**src/rtl/mem_arbiter_pkg.sv**
```systemverilog
// Shared types and defaults for the unified-memory arbiter.
package mem_arbiter_pkg;

  typedef enum logic [1:0] {
    ARB_IDLE  = 2'd0,
    ARB_DBUSY = 2'd1,
    ARB_IBUSY = 2'd2
  } arb_state_t;

  localparam int DEF_ADDR_W  = 32;
  localparam int DEF_DATA_W  = 32;
  localparam int DEF_TIMEOUT = 64;

  function automatic logic is_busy(input arb_state_t s);
    return (s != ARB_IDLE);
  endfunction

endpackage

```
**src/rtl/mem_arbiter_watchdog.sv**
```systemverilog
// Busy-cycle counter that flags the last cycle a transaction may wait for mem_ready.
module mem_arbiter_watchdog #(
  parameter int TIMEOUT = 64
) (
  input  logic clk,
  input  logic rst,
  input  logic clear,
  input  logic enable,
  output logic expired
);

  localparam int CNT_W = $clog2(TIMEOUT);
  localparam logic [CNT_W-1:0] TERMINAL = CNT_W'(TIMEOUT - 1);

  logic [CNT_W-1:0] wd_cnt;

  // Count busy cycles; clearing while idle means every new transaction starts at zero.
  always_ff @(posedge clk or negedge rst) begin
    if (!rst) begin
      wd_cnt <= '0;
    end else if (clear) begin
      wd_cnt <= '0;
    end else if (enable) begin
      wd_cnt <= wd_cnt + 1'b1;
    end
  end

  assign expired = enable & (wd_cnt == TERMINAL);

endmodule

```
**src/rtl/mem_arbiter.sv**
```systemverilog
// Arbitrates one shared memory port between instruction fetch and load/store,
// one access per requester per pipeline cycle, with a watchdog against hung memory.
module mem_arbiter
  import mem_arbiter_pkg::*;
#(
  parameter int ADDR_W  = DEF_ADDR_W,
  parameter int DATA_W  = DEF_DATA_W,
  parameter int TIMEOUT = DEF_TIMEOUT
) (
  input  logic                clk,
  input  logic                rst,
  input  logic                i_req,
  input  logic [ADDR_W-1:0]   i_addr,
  output logic [DATA_W-1:0]   i_rdata,
  output logic                imem_stall,
  input  logic                d_req,
  input  logic                d_we,
  input  logic [DATA_W/8-1:0] d_be,
  input  logic [ADDR_W-1:0]   d_addr,
  input  logic [DATA_W-1:0]   d_wdata,
  output logic [DATA_W-1:0]   d_rdata,
  output logic                dmem_stall,
  output logic                mem_req,
  output logic                mem_we,
  output logic [DATA_W/8-1:0] mem_be,
  output logic [ADDR_W-1:0]   mem_addr,
  output logic [DATA_W-1:0]   mem_wdata,
  input  logic [DATA_W-1:0]   mem_rdata,
  input  logic                mem_ready,
  output logic                mem_err
);

  localparam int BE_W = DATA_W / 8;

  arb_state_t state;
  arb_state_t next_state;

  logic              i_done;
  logic              d_done;
  logic [ADDR_W-1:0] lat_addr;
  logic              lat_we;
  logic [BE_W-1:0]   lat_be;
  logic [DATA_W-1:0] lat_wdata;

  logic busy;
  logic wd_expired;
  logic complete;
  logic timeout_hit;
  logic advance;

  assign imem_stall  = i_req & ~i_done;
  assign dmem_stall  = d_req & ~d_done;
  assign advance     = ~imem_stall & ~dmem_stall;
  assign busy        = is_busy(state);
  assign complete    = busy & (mem_ready | wd_expired);
  assign timeout_hit = busy & ~mem_ready & wd_expired;

  mem_arbiter_watchdog #(
    .TIMEOUT(TIMEOUT)
  ) u_watchdog (
    .clk    (clk),
    .rst    (rst),
    .clear  (~busy),
    .enable (busy),
    .expired(wd_expired)
  );

  // State register; reset drops straight to idle so mem_req falls immediately.
  always_ff @(posedge clk or negedge rst) begin
    if (!rst) begin
      state <= ARB_IDLE;
    end else begin
      state <= next_state;
    end
  end

  // Grant the data side first (older instruction), then fetch; return to idle on completion.
  always_comb begin
    next_state = state;
    case (state)
      ARB_IDLE: begin
        if (dmem_stall) begin
          next_state = ARB_DBUSY;
        end else if (imem_stall) begin
          next_state = ARB_IBUSY;
        end
      end
      ARB_DBUSY, ARB_IBUSY: begin
        if (complete) begin
          next_state = ARB_IDLE;
        end
      end
      default: next_state = ARB_IDLE;
    endcase
  end

  // Memory port is driven only while a transaction is outstanding, quiet otherwise.
  always_comb begin
    mem_req   = 1'b0;
    mem_we    = 1'b0;
    mem_be    = '0;
    mem_addr  = '0;
    mem_wdata = '0;
    if (busy) begin
      mem_req   = 1'b1;
      mem_we    = lat_we;
      mem_be    = lat_be;
      mem_addr  = lat_addr;
      mem_wdata = lat_wdata;
    end
  end

  // Capture the granted request on leaving idle so the port stays stable while busy.
  always_ff @(posedge clk or negedge rst) begin
    if (!rst) begin
      lat_addr  <= '0;
      lat_we    <= 1'b0;
      lat_be    <= '0;
      lat_wdata <= '0;
    end else if (state == ARB_IDLE) begin
      if (dmem_stall) begin
        lat_addr  <= d_addr;
        lat_we    <= d_we;
        lat_be    <= d_be;
        lat_wdata <= d_wdata;
      end else if (imem_stall) begin
        lat_addr  <= i_addr;
        lat_we    <= 1'b0;
        lat_be    <= '1;
        lat_wdata <= '0;
      end
    end
  end

  // Done flags: cleared when the pipeline advances, set on completion only if still requested.
  always_ff @(posedge clk or negedge rst) begin
    if (!rst) begin
      i_done <= 1'b0;
      d_done <= 1'b0;
    end else begin
      if (advance) begin
        i_done <= 1'b0;
        d_done <= 1'b0;
      end
      if (complete && state == ARB_DBUSY && d_req) begin
        d_done <= 1'b1;
      end
      if (complete && state == ARB_IBUSY && i_req) begin
        i_done <= 1'b1;
      end
    end
  end

  // Read data holding registers; a timed-out read returns zero, stores leave d_rdata alone.
  always_ff @(posedge clk or negedge rst) begin
    if (!rst) begin
      i_rdata <= '0;
      d_rdata <= '0;
    end else if (complete) begin
      if (state == ARB_DBUSY && !lat_we) begin
        d_rdata <= timeout_hit ? '0 : mem_rdata;
      end
      if (state == ARB_IBUSY) begin
        i_rdata <= timeout_hit ? '0 : mem_rdata;
      end
    end
  end

  // Sticky error flag raised by any watchdog expiry.
  always_ff @(posedge clk or negedge rst) begin
    if (!rst) begin
      mem_err <= 1'b0;
    end else if (timeout_hit) begin
      mem_err <= 1'b1;
    end
  end

endmodule

```
**config.mk**
```make
export PLATFORM = sky130hd
export DESIGN_NAME = mem_arbiter
export DESIGN_NICKNAME = d
export VERILOG_FILES = /design/src/rtl/mem_arbiter_pkg.sv /design/src/rtl/mem_arbiter_watchdog.sv /design/src/rtl/mem_arbiter.sv
export SDC_FILE = /design/constraint.sdc
export NUM_CORES = 1
export LEC_CHECK = 0
export ABC_AREA = 1
export CAP_MARGIN = 30
export CORE_MARGIN = 4
export CORE_UTILIZATION = 46
export CTS_CLUSTER_SIZE = 28
export DETAILED_ROUTE_END_ITERATION = 6
export PLACE_DENSITY_LB_ADDON = 0.05
export SLEW_MARGIN = 20
export SYNTH_ARGS = -nofsm -noshare
export SYNTH_HDL_FRONTEND = slang
export SYNTH_SLANG_ARGS = --single-unit
```
**constraint.sdc**
```tcl
create_clock -name clk -period 4.5 [get_ports clk]
set_input_delay 1.35 -clock clk [delete_from_list [all_inputs] [get_ports clk]]
set_output_delay 1.35 -clock clk [all_outputs]
set_load 0.005 [all_outputs]
```
==> flow_summary.json, run 1 <==
{
  "portBuffers": 274,
  "timing.fmax_mhz": 256.1,
  "synth_area_per_cell_um2": 8.588,
  "grt-ovfl-total": 0,
  "arrival_ns": 2.56,
  "power.share.sequential_pct": 33.7,
  "layout-drive-gt1-share_pct": 8.725,
  "synth_area_leader_cell": "dfrtp_1",
  "dieArea_mm2": 0.01594,
  "vias": 5777,
  "relSlewSlack_pct": 37.10,
  "cts_buffer_depth": 2,
  "slowest_delay_ns": 0.56,
  "critPathSlowestCell": "clkdlybuf4s50_1",
  "finalCritPeriodShare_pct": 86.79,
  "synth.top_cell.area_share_pct": 56.02,
  "cp_max_fo": 2,
  "synth_area_leaders": "dfrtp_1, nand2_1, nor2_1",
  "fillers": 1097,
  "syn_nets": 891,
  "drt_iter0_markers": 282,
  "vias_per_cell": 4.830,
  "wl_per_cell_um": 15.52,
  "cts_tree": "yes",
  "hold_viol": 0,
  "power_uw": 6501,
  "clock_latency_ns": 0.41,
  "grt_setup_unrepaired": "no",
  "seqCellArea_mm2": 0.003603,
  "p_int_uw": 4376,
  "ir_drop_mv": 0.3253,
  "yosysSeqAreaShare_pct": 56.02,
  "clkPwrFrac_pct": 22.6,
  "start_kind": "input pin",
  "pin_count": 275,
  "grt_max_degree": 83,
  "synth_seq_cells": 144,
  "floorplan.initialDensity_pct": 47.81,
  "report.final.slew_viol_count": 0,
  "skew_ns": 0.006938,
  "fin_crit_ns": 3.905,
  "status": "finished, final reports clean",
  "netlist_instances": 749,
  "die_width_um": 126.3,
  "layout.nets": 1151,
  "p_leak_uw": 0.004587,
  "ys_warn_count": 0,
  "postRouteAntennaNets": 0,
  "antenna_found_initial": 0,
  "ff2ff_setup_slack_ns": 1.88,
  "layout_common_cells": "clkdlybuf4s50_1, nand2_1, nor2_1, dfrtp_1, inv_1",
  "worst_pin_slew_ns": 0.9424,
  "diodes": 0,
  "critical_path.cell_chain": "clkdlybuf4s50_1 > nand2_2 > clkinv_1 > clkdlybuf4s50_1",
  "remaining_drc_errors": 0,
  "grt_pass1_wl_mm": 29.81,
  "power.switching_uw": 2125,
  "fin_area_mm2": 0.009862,
  "power_density_mw_per_mm2": 659.2,
  "multi_input_area_mm2": 0.002276,
  "hp-class": "flop to flop",
  "setup-tns-final_ns": 0,
  "cts_buffers": 17,
  "cp.required_ns": 3.15,
  "setup_viol": 0,
  "rows": 42,
  "ctsHoldBuffers": 0,
  "syn_area_mm2": 0.006432,
  "synthToLayoutAreaGrowth_pct": 53.32,
  "core-area_mm2": 0.01345,
  "dpl-instance-area_mm2": 0.009250,
  "cpLargestDelayFamily": "buffers and inverters",
  "cpMostUsedCell": "clkdlybuf4s50_1",
  "h-tree-depth": 4,
  "finalNonFillerCells": 1196,
  "hpwlAfterDp_mm": 13.14,
  "combPwrFrac_pct": 43.8,
  "clock_sinks": 144,
  "dp_cells": 1166,
  "fin_hold_ws_ns": 0.4688,
  "die_h_um": 126.3,
  "sw_frac_of_total_pct": 32.68,
  "crit_buf_inv": 3,
  "dr.pass1.iters": 4,
  "layout_commonest_cell": "clkdlybuf4s50_1",
  "routed_wl_mm": 18.56,
  "path_class": "input pin to primary output",
  "cts_setup_buffers": 0,
  "clk_pin_slew_ns": 0.05,
  "synth.distinct_cells": 26,
  "grt_use_total_pct": 23.53,
  "worst_setup_path_end_kind": "primary output",
  "gp_congestion": 0.8168,
  "cts_resized": 0,
  "drv_cap": 0,
  "cts-root-buf": "clkbuf_16",
  "first_global_vias": 5872
}
worst paths after layout:
path	from	to	cells after the start
setup / recovery	d_req	dmem_stall	4
hold / removal	u_watchdog.wd_cnt[0]	u_watchdog.wd_cnt[0]	1
setup reg to reg	state[1]	i_rdata[19]	9
hold reg to reg	u_watchdog.wd_cnt[0]	u_watchdog.wd_cnt[0]	1
max in group asynchronous	rst	lat_wdata[17]	2
min in group asynchronous	rst	i_rdata[9]	1
metrics by stage:
| stage | setup slack [ns] | utilization (%) |
|---|---|---|
| floorplan | 1.341 | - |
| global placement | 0.5940 | 68.76 |
| detailed placement | 0.5855 | 68.76 |
| CTS | 0.5739 | 73.31 |
| global route | 0.5039 | 73.31 |
| finish | 0.5946 | 73.31 |
synthesized netlist by cell type, drive strengths merged:
master,n
a21oi,6
buf,30
clkbuf,13
clkinv,1
dfrtp,144
ha,4
inv,84
nand2,179
nand3,5
nand4,1
nor2,146
o21a,1
o21ai,102
o31ai,32
xor2,1
power by group through the flow:
stage | Combinational, uW | Clock [uW] | Sequential [uW]
after detailed placement | 2870 | 0 | 2200
final | 2850 | 1470 | 2190
after global placement | 2820 | 0 | 2180
after CTS | 2900 | 1490 | 2190
after global routing | 3160 | 1540 | 2270
after floorplan | 1270 | 0 | 2190
metal layers:
metal | share of wire [%] | track usage, % | up-vias | wire length, um
met4 | 2.1 | 8.707 | 0 | 382
met3 | 9.8 | 10.16 | 24 | 1820
li1 | - | - | 2855 | -
met5 | 0 | 0 | - | 0
met2 | 49 | 38.09 | 196 | 9035
met1 | 39 | 27.97 | 2702 | 7321
kinds of logic after synthesis:
| family | Yosys count | synth area share, % |
|---|---|---|
| AO/OA/AOI/OAI | 141 | 13.60 |
| buffers and inverters | 128 | 8.636 |
| flip-flops | 144 | 56.02 |
| AND/OR/NAND/NOR | 331 | 20.83 |
| XOR/XNOR | 1 | 0.1362 |
| adder cells (fa/ha/maj) | 4 | 0.7781 |
flip-flops by register name, summed over array words and instances (netlist names):
name               flops
lat_be                 4
d_rdata               32
lat_we                 1
i_done                 1
lat_wdata             32
i_rdata               32
d_done                 1
lat_addr              32
mem_err                1
state                  2
u_watchdog.wd_cnt      6
area by class of cell:
cell class	count	share of cell area [%]
Multi-Input combinational cell	477	23.08
Inverter	85	3.235
Tap cell	176	2.233
Sequential cell	144	36.54
Clock buffer	24	4.885
Timing Repair Buffer	284	28.71
Clock inverter	6	1.319
Power figures use the tool's default switching activity.
==> run 2: changes to the inputs <==
--- a/config.mk
+++ b/config.mk
@@ -7,6 +7,7 @@
 export LEC_CHECK = 0
 export ABC_AREA = 1
 export CAP_MARGIN = 30
+export CORE_ASPECT_RATIO = 0.9
 export CORE_MARGIN = 4
 export CORE_UTILIZATION = 46
 export CTS_CLUSTER_SIZE = 28
==> run 2 against run 1 <==
  * Routed wire length is 1.0% lower
  * Sequential share of layout area is 0.060 points higher
  * Sequential power hardly changed
  * Critical path type unchanged
  * Count of clock-buffer cells in the layout is 3 higher
  * Combinational power hardly changed
  * Worst hold slack worse by 0.016 ns
  * Via count is 0.28% higher
  * Critical path depth stayed put
  * Design area is 0.16% lower
  * Power is 1.2% lower
  * First-iteration DRC count is 20% lower
==> flow_summary.json, run 2 (synthesis gave the netlist of run 1 again) <==
{
  "status": "finished, final reports clean",
  "ctsHoldBuffers": 0,
  "gp_congestion": 0.8133,
  "grt_setup_unrepaired": "no",
  "routed_wl_mm": 18.37,
  "layout.nets": 1152,
  "dr.pass1.iters": 5,
  "power_density_mw_per_mm2": 652.1,
  "vias_per_cell": 4.864,
  "reg2regPathDepth": 10,
  "core-area_mm2": 0.01351,
  "cts_buffers": 17,
  "multi_input_area_mm2": 0.002276,
  "seqCellArea_mm2": 0.003603,
  "skew_ns": 0.004432,
  "remaining_drc_errors": 0,
  "layout_common_cells": "clkdlybuf4s50_1, nand2_1, nor2_1, dfrtp_1, inv_1",
  "drt_iter0_markers": 226,
  "first_global_vias": 5823,
  "floorplan.initialDensity_pct": 47.60,
  "antenna_found_initial": 0,
  "fillers": 1015,
  "cp_max_fo": 2,
  "cpMostUsedCell": "clkdlybuf4s50_1",
  "finalCritPeriodShare_pct": 85.85,
  "die_width_um": 132.7,
  "layout-drive-gt1-share_pct": 8.993,
  "cts_buffer_depth": 2,
  "whs_path_depth": 1,
  "worst_setup_path_end_kind": "primary output",
  "report.final.slew_viol_count": 0,
  "cts_setup_buffers": 0,
  "wl_met1_mm": 7.364,
  "sw_frac_of_total_pct": 33.29,
  "power.share.sequential_pct": 34.2,
  "grt-ovfl-total": 0,
  "finalNonFillerCells": 1191,
  "drv_cap": 0,
  "critPathSlowestCell": "clkdlybuf4s50_1",
  "ir_drop_mv": 0.3114,
  "combPwrFrac_pct": 44.8,
  "clock_sinks": 144,
  "pin_count": 275,
  "h-tree-depth": 4,
  "critical_path.cell_chain": "clkdlybuf4s50_1 > nand2_2 > clkinv_1 > clkdlybuf4s50_1",
  "diodes": 0,
  "fin_crit_ns": 3.863,
  "arrival_ns": 2.51,
  "grt_max_degree": 82,
  "relSlewSlack_pct": 51.53,
  "cts_resized": 0,
  "grt_pass1_wl_mm": 29.47,
  "setup_viol": 0,
  "portBuffers": 274,
  "synthToLayoutAreaGrowth_pct": 53.06,
  "vias": 5793,
  "postRouteAntennaNets": 0,
  "cts-root-buf": "clkbuf_16",
  "timing.fmax_mhz": 258.8,
  "worst_pin_slew_ns": 0.7270,
  "power_uw": 6421,
  "hp-class": "flop to flop",
  "fin_ws_ns": 0.6366,
  "grt_use_total_pct": 23.37,
  "cp_num_cells": 4,
  "dr_wl_met2_mm": 8.781,
  "power.switching_uw": 2137,
  "clkPwrFrac_pct": 21.0,
  "dp_slack_ns": 0.6316,
  "rows": 40,
  "dr_wl_met3_mm": 1.791,
  "start_kind": "input pin",
  "wl_per_cell_um": 15.42,
  "crit_buf_inv": 3,
  "clock_latency_ns": 0.41,
  "cp.required_ns": 3.15,
  "layout_commonest_cell": "clkdlybuf4s50_1",
  "dp_cells": 1159,
  "maxUsedRoutingLayer": "met4",
  "dieArea_mm2": 0.01594,
  "hold_viol": 0,
  "cts_tree": "yes",
  "p_int_uw": 4283,
  "p_leak_uw": 0.004591,
  "setup-tns-final_ns": 0,
  "cpLargestDelayFamily": "buffers and inverters",
  "hpwlAfterDp_mm": 12.80,
  "clk_pin_slew_ns": 0.05,
  "die_h_um": 120.2,
  "path_class": "input pin to primary output",
  "slowest_delay_ns": 0.54,
  "fin_util_pct": 72.86
}
[run 2: power by group through the flow]
stage,Combinational (uW),Clock [uW],Sequential (uW)
3_3_place_gp,2850,0,2190
3_5_place_dp,2890,0,2210
2_1_floorplan,1270,0,2190
6_report,2870,1350,2200
4_1_cts,2920,1380,2200
5_1_grt,3190,1430,2270
[run 2: area by class of cell]
type                       count  area share [%]
clock buffer                  27           5.312
clock inverter                 5          0.5083
inverter                      85           3.241
multi-input combinational    477           23.12
sequential                   144           36.60
tap                          168           2.135
timing repair buffer         285           29.09
[run 2: path summary, 6_finish.rpt]
kind | slack, ns | endpoint | from
worst min-delay path | 0.45 | u_watchdog.wd_cnt[0] | u_watchdog.wd_cnt[0]
worst max-delay path | 0.64 | dmem_stall | d_req
worst max register to register | 1.73 | i_rdata[4] | state[0]
worst min register to register | 0.45 | u_watchdog.wd_cnt[0] | u_watchdog.wd_cnt[0]
max in group asynchronous | 2.70 | lat_wdata[24] | rst
min in group asynchronous | 0.97 | lat_wdata[0] | rst
[run 2: layer usage]
layer / up-vias / GRT usage, %
met5: - / 0
met4: 0 / 7.403
met3: 27 / 10.61
met2: 213 / 38.33
li1: 2858 / -
met1: 2695 / 27.61
[run 2: metrics by stage]
step,hold WS [ns],cell area [um^2]
after global routing,0.5008,9846
final,0.4531,9846
after CTS,0.4542,9846
after floorplan,0.4250,6432
after global placement,0.4470,9273
after detailed placement,0.4451,9273
